### src/rtl/fp_div_pack.sv
// Result assembly for the SRT divider: normalize, round-to-nearest-even, pack IEEE-754 single.
// Latency: 2 cycles from input accept to out_valid, one result per cycle sustained.
// Backpressure: out_ready low stalls stage 2, then stage 1. in_ready is combinational from out_ready.
module fp_div_pack #(
    parameter int FP_WIDTH   = 32,
    parameter int EXP_WIDTH  = 8,
    parameter int MANT_WIDTH = 23,
    parameter int BIAS       = 127,
    parameter int QW         = MANT_WIDTH + 4
) (
    input  logic                   clk,
    input  logic                   rst,
    input  logic                   in_valid,
    output logic                   in_ready,
    input  logic                   in_sign,
    input  logic [EXP_WIDTH+1:0]   in_exp,
    input  logic [QW-1:0]          in_quot,
    input  logic                   in_sticky,
    output logic                   out_valid,
    input  logic                   out_ready,
    output logic [FP_WIDTH-1:0]    out_result,
    output logic [2:0]             out_flags
);

    // Exponent is carried two bits wider than the field: one bit of headroom
    // above the all-ones code and a sign bit for underflow detection.
    localparam int EW = EXP_WIDTH + 2;
    localparam logic [EW-1:0] EXP_MAX = EW'((1 << EXP_WIDTH) - 1);
    // Bits of the normalized fraction below the guard bit.
    localparam int LOW_W = QW - 2 - MANT_WIDTH;

    // BIAS only matters upstream (the exponent arrives already biased).
    localparam int UNUSED_BIAS = BIAS;

    // ---------------------------------------------------------------
    // Handshake
    // ---------------------------------------------------------------
    logic r_s1_valid;
    logic r_s2_valid;
    logic w_s2_en;
    logic w_s1_en;

    assign w_s2_en   = !r_s2_valid || out_ready;
    assign w_s1_en   = !r_s1_valid || w_s2_en;
    assign in_ready  = w_s1_en;
    assign out_valid = r_s2_valid;

    // ---------------------------------------------------------------
    // Stage 1: normalize
    // ---------------------------------------------------------------
    logic                  w_in_zero;
    logic [QW-2:0]         w_norm_frac;
    logic [EW-1:0]         w_norm_exp;

    logic                  r_s1_sign;
    logic                  r_s1_zero;
    logic                  r_s1_sticky;
    logic [EW-1:0]         r_s1_exp;
    logic [QW-2:0]         r_s1_frac;

    // Quotient lies in [0.5,2): at most one left shift puts the leading one in the integer bit.
    always_comb begin
        w_in_zero = (in_quot == '0);
        if (in_quot[QW-1]) begin
            w_norm_frac = in_quot[QW-2:0];
            w_norm_exp  = in_exp;
        end else begin
            w_norm_frac = {in_quot[QW-3:0], 1'b0};
            w_norm_exp  = in_exp - EW'(1);
        end
    end

    // Stage 1 register: loads whenever it is empty or its content moves on to stage 2.
    always_ff @(posedge clk) begin
        if (rst) begin
            r_s1_valid  <= 1'b0;
            r_s1_sign   <= 1'b0;
            r_s1_zero   <= 1'b0;
            r_s1_sticky <= 1'b0;
            r_s1_exp    <= '0;
            r_s1_frac   <= '0;
        end else if (w_s1_en) begin
            r_s1_valid  <= in_valid;
            r_s1_sign   <= in_sign;
            r_s1_zero   <= w_in_zero;
            r_s1_sticky <= in_sticky;
            r_s1_exp    <= w_norm_exp;
            r_s1_frac   <= w_norm_frac;
        end
    end

    // ---------------------------------------------------------------
    // Stage 2: round and pack
    // ---------------------------------------------------------------
    logic [MANT_WIDTH-1:0] w_mant;
    logic                  w_guard;
    logic                  w_rest;
    logic                  w_round_up;
    logic [MANT_WIDTH:0]   w_mant_sum;
    logic                  w_carry;
    logic [EW-1:0]         w_rnd_exp;
    logic                  w_inexact;
    logic                  w_exp_ovf;
    logic                  w_exp_unf;
    logic [FP_WIDTH-1:0]   w_result;
    logic [2:0]            w_flags;

    // Round-to-nearest-even; a carry out of the fraction bumps the exponent and leaves fraction zero.
    always_comb begin
        w_mant     = r_s1_frac[QW-2 -: MANT_WIDTH];
        w_guard    = r_s1_frac[LOW_W];
        w_rest     = (|r_s1_frac[LOW_W-1:0]) | r_s1_sticky;
        w_round_up = w_guard & (w_rest | w_mant[0]);
        w_mant_sum = {1'b0, w_mant} + (MANT_WIDTH+1)'(w_round_up);
        w_carry    = w_mant_sum[MANT_WIDTH];
        w_rnd_exp  = r_s1_exp + EW'(w_carry);
        w_inexact  = w_guard | w_rest;
        // Exponent is two's complement: sign bit set means negative.
        w_exp_ovf  = !w_rnd_exp[EW-1] && (w_rnd_exp >= EXP_MAX);
        w_exp_unf  = w_rnd_exp[EW-1] || (w_rnd_exp == '0);
    end

    // Final packing with zero, overflow-to-infinity and flush-to-zero cases.
    always_comb begin
        w_result = {r_s1_sign, w_rnd_exp[EXP_WIDTH-1:0], w_mant_sum[MANT_WIDTH-1:0]};
        w_flags  = {2'b00, w_inexact};
        if (r_s1_zero) begin
            w_result = {r_s1_sign, {(FP_WIDTH-1){1'b0}}};
            w_flags  = 3'b000;
        end else if (w_exp_ovf) begin
            w_result = {r_s1_sign, {EXP_WIDTH{1'b1}}, {MANT_WIDTH{1'b0}}};
            w_flags  = 3'b101;
        end else if (w_exp_unf) begin
            w_result = {r_s1_sign, {(FP_WIDTH-1){1'b0}}};
            w_flags  = 3'b011;
        end
    end

    // Output register: frozen while a valid result waits for the consumer.
    always_ff @(posedge clk) begin
        if (rst) begin
            r_s2_valid <= 1'b0;
            out_result <= '0;
            out_flags  <= '0;
        end else if (w_s2_en) begin
            r_s2_valid <= r_s1_valid;
            out_result <= w_result;
            out_flags  <= w_flags;
        end
    end

endmodule
### config.mk
export PLATFORM = sky130hd
export DESIGN_NAME = fp_div_pack
export DESIGN_NICKNAME = d
export VERILOG_FILES = /design/src/rtl/fp_div_pack.sv
export SDC_FILE = /design/constraint.sdc
export NUM_CORES = 1
export LEC_CHECK = 0
export ABC_AREA = 1
export BUFFER_PORTS_ARGS = -buffer_cell sky130_fd_sc_hd__buf_2
export CAP_MARGIN = 40
export CORE_MARGIN = 4
export CORE_UTILIZATION = 43
export CTS_CLUSTER_SIZE = 24
export DETAILED_ROUTE_END_ITERATION = 16
export GPL_TIMING_DRIVEN = 1
export PLACE_DENSITY_LB_ADDON = 0.05
export SETUP_SLACK_MARGIN = 0.3
export SLEW_MARGIN = 20
export SYNTH_ARGS = -nofsm -noshare
export SYNTH_HDL_FRONTEND = slang
export SYNTH_SLANG_ARGS = --single-unit
### constraint.sdc
create_clock -name clk -period 2.77 [get_ports clk]
set_input_delay 0.1385 -clock clk [delete_from_list [all_inputs] [get_ports clk]]
set_output_delay 0.1385 -clock clk [all_outputs]
set_load 0.05 [all_outputs]
==> impl_metrics.env, run 1 <==
export IMPL_status="finished, violations left"
export IMPL_violations="negative setup slack"
export IMPL_num_vias=4672
export IMPL_rsz0062_at_grt="yes"
export IMPL_via_per_inst=5.14
export IMPL_crit_type="register to register"
export IMPL_post_synth_top_count_cell="nand2_1"
export IMPL_setup_slack_ns=-0.113
export IMPL_grt_ovfl_total=0
export IMPL_die_y_um=109
export IMPL_yosys_top_cells_area="dfxtp_1, nand2_1, nor2_1"
export IMPL_dp_final_hpwl_um=8940
export IMPL_met3_length_um=742
export IMPL_cap_violations=0
export IMPL_synth_top_area_cell="dfxtp_1"
export IMPL_synth_top_flop_cell="dfxtp_1"
export IMPL_hp_class="primary input to register"
export IMPL_hold_viol=0
export IMPL_gp_congestion=0.871
export IMPL_grt_pass1_vias=4249
export IMPL_grt_pass1_wl_um=20500
export IMPL_critPathMaxFanout=18
export IMPL_syn2layout_area_growth_pct=31.8
export IMPL_grtUsageTotal=0.216
export IMPL_final_core_util=0.587
export IMPL_hold_slack_ns=0.0223
export IMPL_ys_warn_count=0
export IMPL_syn_area_mm2=0.00439
export IMPL_min_period_ns=2.88
export IMPL_ir_drop_v=0.000274
export IMPL_critPathRequiredTime_ns=2.99
export IMPL_critical_path_startpoint="r_s1_frac[4]"
export IMPL_die_w_um=109
export IMPL_io_buffers=79
export IMPL_cp_end_kind="register"
export IMPL_skew_ns=0.00709
export IMPL_cp_slowest_stage_delay_ns=0.34
export IMPL_tritoncts="yes"
export IMPL_path_cells="nand4_1, nor2_2, nand2_2, nor2_4, nand4_1, nor4_4, ha_2, ha_4, nand3_4, nand2_1, nand2_1, nor2_1, nand2_1, nor2_2, nand2_2, nand2_4, buf_12, inv_16, nand3_2, a21oi_1"
export IMPL_drtIter0Drc=294
export IMPL_synth_edff_count=0
export IMPL_slowest_stage="nor4_4"
export IMPL_cts_buffers=9
export IMPL_core_area_mm2=0.00986
export IMPL_max_freq_mhz=347
export IMPL_drive_gt1_frac=0.302
export IMPL_p_leak_nw=2.59
export IMPL_n_antenna_cell=0
export IMPL_cts_htree_levels=3
export IMPL_finalInstanceArea_mm2=0.00579
export IMPL_num_io_pins=80
export IMPL_powerDensity_mw_per_mm2=503
export IMPL_async_flop_share=0
export IMPL_dieArea_mm2=0.0119
export IMPL_ys_seq_elements=76
export IMPL_cpMostUsedCell="nand2_1"
export IMPL_setup_viol=33
export IMPL_avgSynthCellArea_um2=6.71
export IMPL_hold_start="in_sticky"
export IMPL_critPathArrivalTime_ns=3.11
export IMPL_drv_slew=0
export IMPL_wl_met1_um=6410
export IMPL_placed_cell_area_mm2=0.00511
export IMPL_slew_headroom=0.609
export IMPL_yosys_top_cells_count="nand2_1, nor2_1, dfxtp_1, inv_1, a21oi_1"
export IMPL_drc=0
export IMPL_wl_per_cell_um=13.8
export IMPL_fillerInstances=951
export IMPL_start_util=0.445
export IMPL_grt_max_degree=58
export IMPL_synth_net_count=703
export IMPL_grt_antenna_before_repair=0
export IMPL_clkSinkCount=76
export IMPL_synth_cells=655
export IMPL_root_buffer="clkbuf_8"
export IMPL_firstDrtPassIters=4
export IMPL_period_share=1.04
export IMPL_postRouteAntennaNets=0
export IMPL_wl_um=12600
export IMPL_nNetsFinal=819
export IMPL_tightest_slew_ns=0.586
export IMPL_placementRows=36
export IMPL_reg2reg_from="r_s1_frac[4]"
export IMPL_worstSkewPairLatency_ns=0.36
export IMPL_ys_seq_area_frac=0.346
export IMPL_start_kind="register"
export IMPL_top_layer="met4"
export IMPL_clk_pin_slew_worst_paths_ns=0.07
export IMPL_wl_met2_um=5240
export IMPL_clock_path_buffers=2
export IMPL_synth_top_area_share=0.346
export IMPL_synth_distinct_cells=39
kinds of logic after synthesis:
kind of cell / after synthesis / synth area share
AND/OR/NAND/NOR: 346 / 0.365
flip-flops: 76 / 0.346
adder cells (fa/ha/maj): 5 / 0.0142
XOR/XNOR: 13 / 0.0302
AO/OA/AOI/OAI: 126 / 0.157
buffers and inverters: 89 / 0.0874
metrics by stage:
step / cells / total power, mW / setup TNS, ns / worst slack, ns
after floorplan: 655 / 1.59 / 0 / 0.135
after global placement: 867 / 1.76 / -0.119 / -0.0235
after detailed placement: 869 / 1.77 / -2.29 / -0.128
after CTS: 903 / 2.90 / 0 / 0.0379
after global routing: 909 / 3.05 / -8.42 / -0.287
final: 909 / 2.91 / -2.76 / -0.113
metal layers:
metal / up-vias / global-route usage
li1: 2410 / -
met1: 2104 / 0.324
met2: 139 / 0.307
met3: 19 / 0.0414
met4: 0 / 0.0721
met5: - / 0
worst max-delay path, delay by kind of cell, from the launching register on:
family,cells,cell delay [ns]
AOI/OAI and AO/OA,1,0.06
buffers and inverters,2,0.18
adders and majority gates,2,0.40
and+or+nand+nor,15,1.77
DFF,1,0.33
timing repair:
action / in CTS / in global routing
gates cloned: 2 / 1
pin swaps: 5 / 22
endpoints found under the setup margin: 34 / 34
resized for setup: 16 / 37
buffers inserted: 15 / 5
hold endpoints to repair: 1 / 0
hold buffers: 1 / 0
worst paths after layout:
path | end | slack [ns] | cells past startpoint
setup / recovery | out_result[20] | -0.11 | 20
hold / removal | r_s1_sticky | 0.02 | 3
hold reg to reg | out_result[21] | 0.46 | 2
setup reg to reg | out_result[20] | -0.11 | 20
layout by cell type (no fill, tap or decap), drive strengths merged:
master	synthesis	final
a21oi	52	52
a221oi	1	1
a22oi	1	1
a31oi	26	26
buf	7	135
bufinv	0	4
clkbuf	27	12
dfxtp	76	76
dlygate4sd3	0	1
ha	5	5
inv	54	55
nand2	172	174
nand3	50	51
nand3b	3	3
nand4	10	10
nor2	86	86
nor3	17	17
nor4	7	7
o211ai	2	2
o21a	1	1
o21ai	42	42
o221ai	1	1
or2	1	1
xnor2	4	4
xor2	9	9
cell type report:
type / instances / area [µm²] / share of cell area
clock inverter: 4 / 120 / 0.0207
multi-input combinational: 493 / 2740 / 0.474
clock buffer: 12 / 145 / 0.0251
timing repair buffer: 136 / 866 / 0.149
inverter: 55 / 223 / 0.0384
tap: 133 / 166 / 0.0287
sequential: 76 / 1530 / 0.264
where the power goes:
group | internal [mW] | total [mW] | switching, mW | leakage, nW
Combinational | 0.202 | 0.588 | 0.386 | 1.83
Sequential | 1.16 | 1.21 | 0.0508 | 0.629
Clock | 0.715 | 1.11 | 0.398 | 0.131
state kept, by name, summed over array words and instances (netlist names):
register     flops
out_result      32
r_s1_frac       26
r_s1_exp        10
out_flags        3
out_valid        1
r_s1_sign        1
r_s1_sticky      1
r_s1_valid       1
r_s1_zero        1
(Power assumes the default switching activity.)
==> run 2: changes to the inputs <==
- clock period: 2.77 -> 3.15 ns (I/O delays scaled with it)
==> run 2 against run 1 <==
  * The flow now finishes without violations
  * Cell count decreased by 0.22%
  * Combinational power decreased by 11%
  * Global-route usage fell by 0.43 points
  * Wire length up 3.3%
  * Register-to-register slack gained 0.40 ns
  * Sequential share of layout area is 0.29 points lower
  * Largest cell class unchanged
==> impl_metrics.env, run 2 (same netlist as run 1, synthesis figures left out) <==
export IMPL_status="finished, final reports clean"
export IMPL_largest_reg_flops=32
export IMPL_skew_ns=0.0156
export IMPL_drc=0
export IMPL_grt_ovfl_total=0
export IMPL_wl_um=13000
export IMPL_io_buffers=79
export IMPL_hp_class="primary input to register"
export IMPL_die_y_um=109
export IMPL_regMostFlops="out_result"
export IMPL_gp_congestion=0.886
export IMPL_setup_viol=0
export IMPL_dieArea_mm2=0.0119
export IMPL_syn2layout_area_growth_pct=33.4
export IMPL_drv_slew=0
export IMPL_core_area_mm2=0.00986
export IMPL_drive_gt1_frac=0.320
export IMPL_grt_antenna_before_repair=0
export IMPL_dp_final_hpwl_um=8490
export IMPL_cts_buffers=9
export IMPL_postRouteAntennaNets=0
export IMPL_grt_pass1_vias=4091
export IMPL_cp_slowest_stage_delay_ns=0.37
export IMPL_via_per_inst=5.16
export IMPL_hold_viol=0
export IMPL_cts_htree_levels=3
export IMPL_grt_pass1_wl_um=20000
export IMPL_fin_tns_setup_ns=0
export IMPL_n_antenna_cell=0
export IMPL_final_common_cell="nand2_1"
export IMPL_final_core_util=0.594
export IMPL_ir_drop_v=0.000241
export IMPL_crit_type="register to register"
export IMPL_drtIter0Drc=287
export IMPL_critPathMaxFanout=4
export IMPL_grt_max_degree=45
export IMPL_clk_pin_slew_worst_paths_ns=0.09
export IMPL_rsz0062_at_grt="yes"
export IMPL_critPathRequiredTime_ns=3.38
export IMPL_period_share=0.908
export IMPL_fillerInstances=902
export IMPL_mostFrequentLayoutCells="nand2_1, buf_2, dfxtp_1, nor2_1, inv_1"
export IMPL_clkSinkCount=76
export IMPL_die_w_um=109
export IMPL_cp_end_kind="register"
export IMPL_root_buffer="clkbuf_8"
export IMPL_reg_top3="out_result x32, r_s1_frac x26, r_s1_exp x10"
export IMPL_path_cells="nand2_1, nor2_2, nand2_2, buf_6, buf_4, buf_4, buf_6, buf_6, buf_4, buf_4, buf_4, buf_4, buf_6, buf_4, buf_6, buf_6, nor2_4, nand4_1, nand2_1, inv_1, nand3_2, a21oi_2"
export IMPL_multi_input_area_mm2=0.00281
export IMPL_nNetsFinal=817
export IMPL_grtUsageTotal=0.212
export IMPL_tritoncts="yes"
export IMPL_cpMostUsedCell="buf_4"
export IMPL_clock_path_buffers=2
export IMPL_powerDensity_mw_per_mm2=411
export IMPL_slew_headroom=0.337
export IMPL_max_freq_mhz=349
export IMPL_regArea_mm2=0.00153
export IMPL_firstDrtPassIters=5
export IMPL_num_io_pins=80
export IMPL_p_leak_nw=2.58
export IMPL_num_vias=4679
export IMPL_start_kind="register"
export IMPL_placementRows=36
export IMPL_hold_slack_ns=0.0136
export IMPL_tightest_slew_ns=0.992
export IMPL_cap_violations=0
export IMPL_wl_per_cell_um=14.3
export IMPL_worstSkewPairLatency_ns=0.36
export IMPL_critPathArrivalTime_ns=3.09
export IMPL_min_period_ns=2.86
export IMPL_start_util=0.445
export IMPL_slowest_stage="dfxtp_2"
-- run 2: cell count changes in the layout (fill, tap and decap cells not counted), moves of 3 or more --
cell,before,now
nor2_1,70,66
a21oi_2,2,6
a21oi_1,50,46
buf_6,2,8
nand2_1,154,151
buf_4,51,38
-- run 2: metrics by stage --
stage | power [mW] | instance area, µm² | instances | worst slack [ns]
floorplan | 1.40 | 4390 | 655 | 0.319
global placement | 1.52 | 4890 | 847 | 0.0930
detailed placement | 1.53 | 4940 | 850 | -0.0135
CTS | 2.37 | 5550 | 898 | 0.250
global route | 2.52 | 5860 | 907 | 0.0617
finish | 2.41 | 5860 | 907 | 0.288
-- run 2: what timing repair did --
action,in CTS,in global routing
pin swaps,28,40
gates cloned,2,5
resized for setup,30,56
setup buffers,30,4
hold buffers,0,0
setup endpoints to repair,34,34
-- run 2: final cells by class --
class	instances	share of cell area
clock inverter	6	0.0152
clock buffer	10	0.0218
timing repair buffer	130	0.150
timing repair inverter	3	0.00619
tap	133	0.0284
sequential	76	0.261
inverter	55	0.0378
multi-input combinational	494	0.480
-- run 2: worst paths after layout --
kind	startpoint	end	slack, ns	cells past startpoint
min reg2reg	out_flags[2]	out_flags[2]	0.46	2
max	r_s1_frac[9]	out_result[21]	0.29	22
min	in_valid	r_s1_valid	0.01	2
max reg2reg	r_s1_frac[9]	out_result[21]	0.29	22
-- run 2: where the power goes --
part           switching [mW]  total, mW  internal, mW  leakage (nW)
sequential             0.0549       1.08          1.02         0.629
combinational           0.344      0.521         0.177          1.84
clock                   0.368      0.815         0.446         0.102
-- run 2: per-layer routing --
metal | global-route usage | up-vias | share of wire
met2 | 0.310 | 166 | 0.42
met3 | 0.0391 | 28 | 0.060
met4 | 0.0586 | 0 | 0.018
met5 | 0 | - | 0
li1 | - | 2402 | -
met1 | 0.316 | 2083 | 0.50
-- run 2: critical path, delay by kind of cell (launching register included) --
family / cells / cell delay [ns]
AOI/OAI and AO/OA: 1 / 0.05
buffers and inverters: 14 / 1.56
DFF: 1 / 0.37
and+or+nand+nor: 7 / 0.75
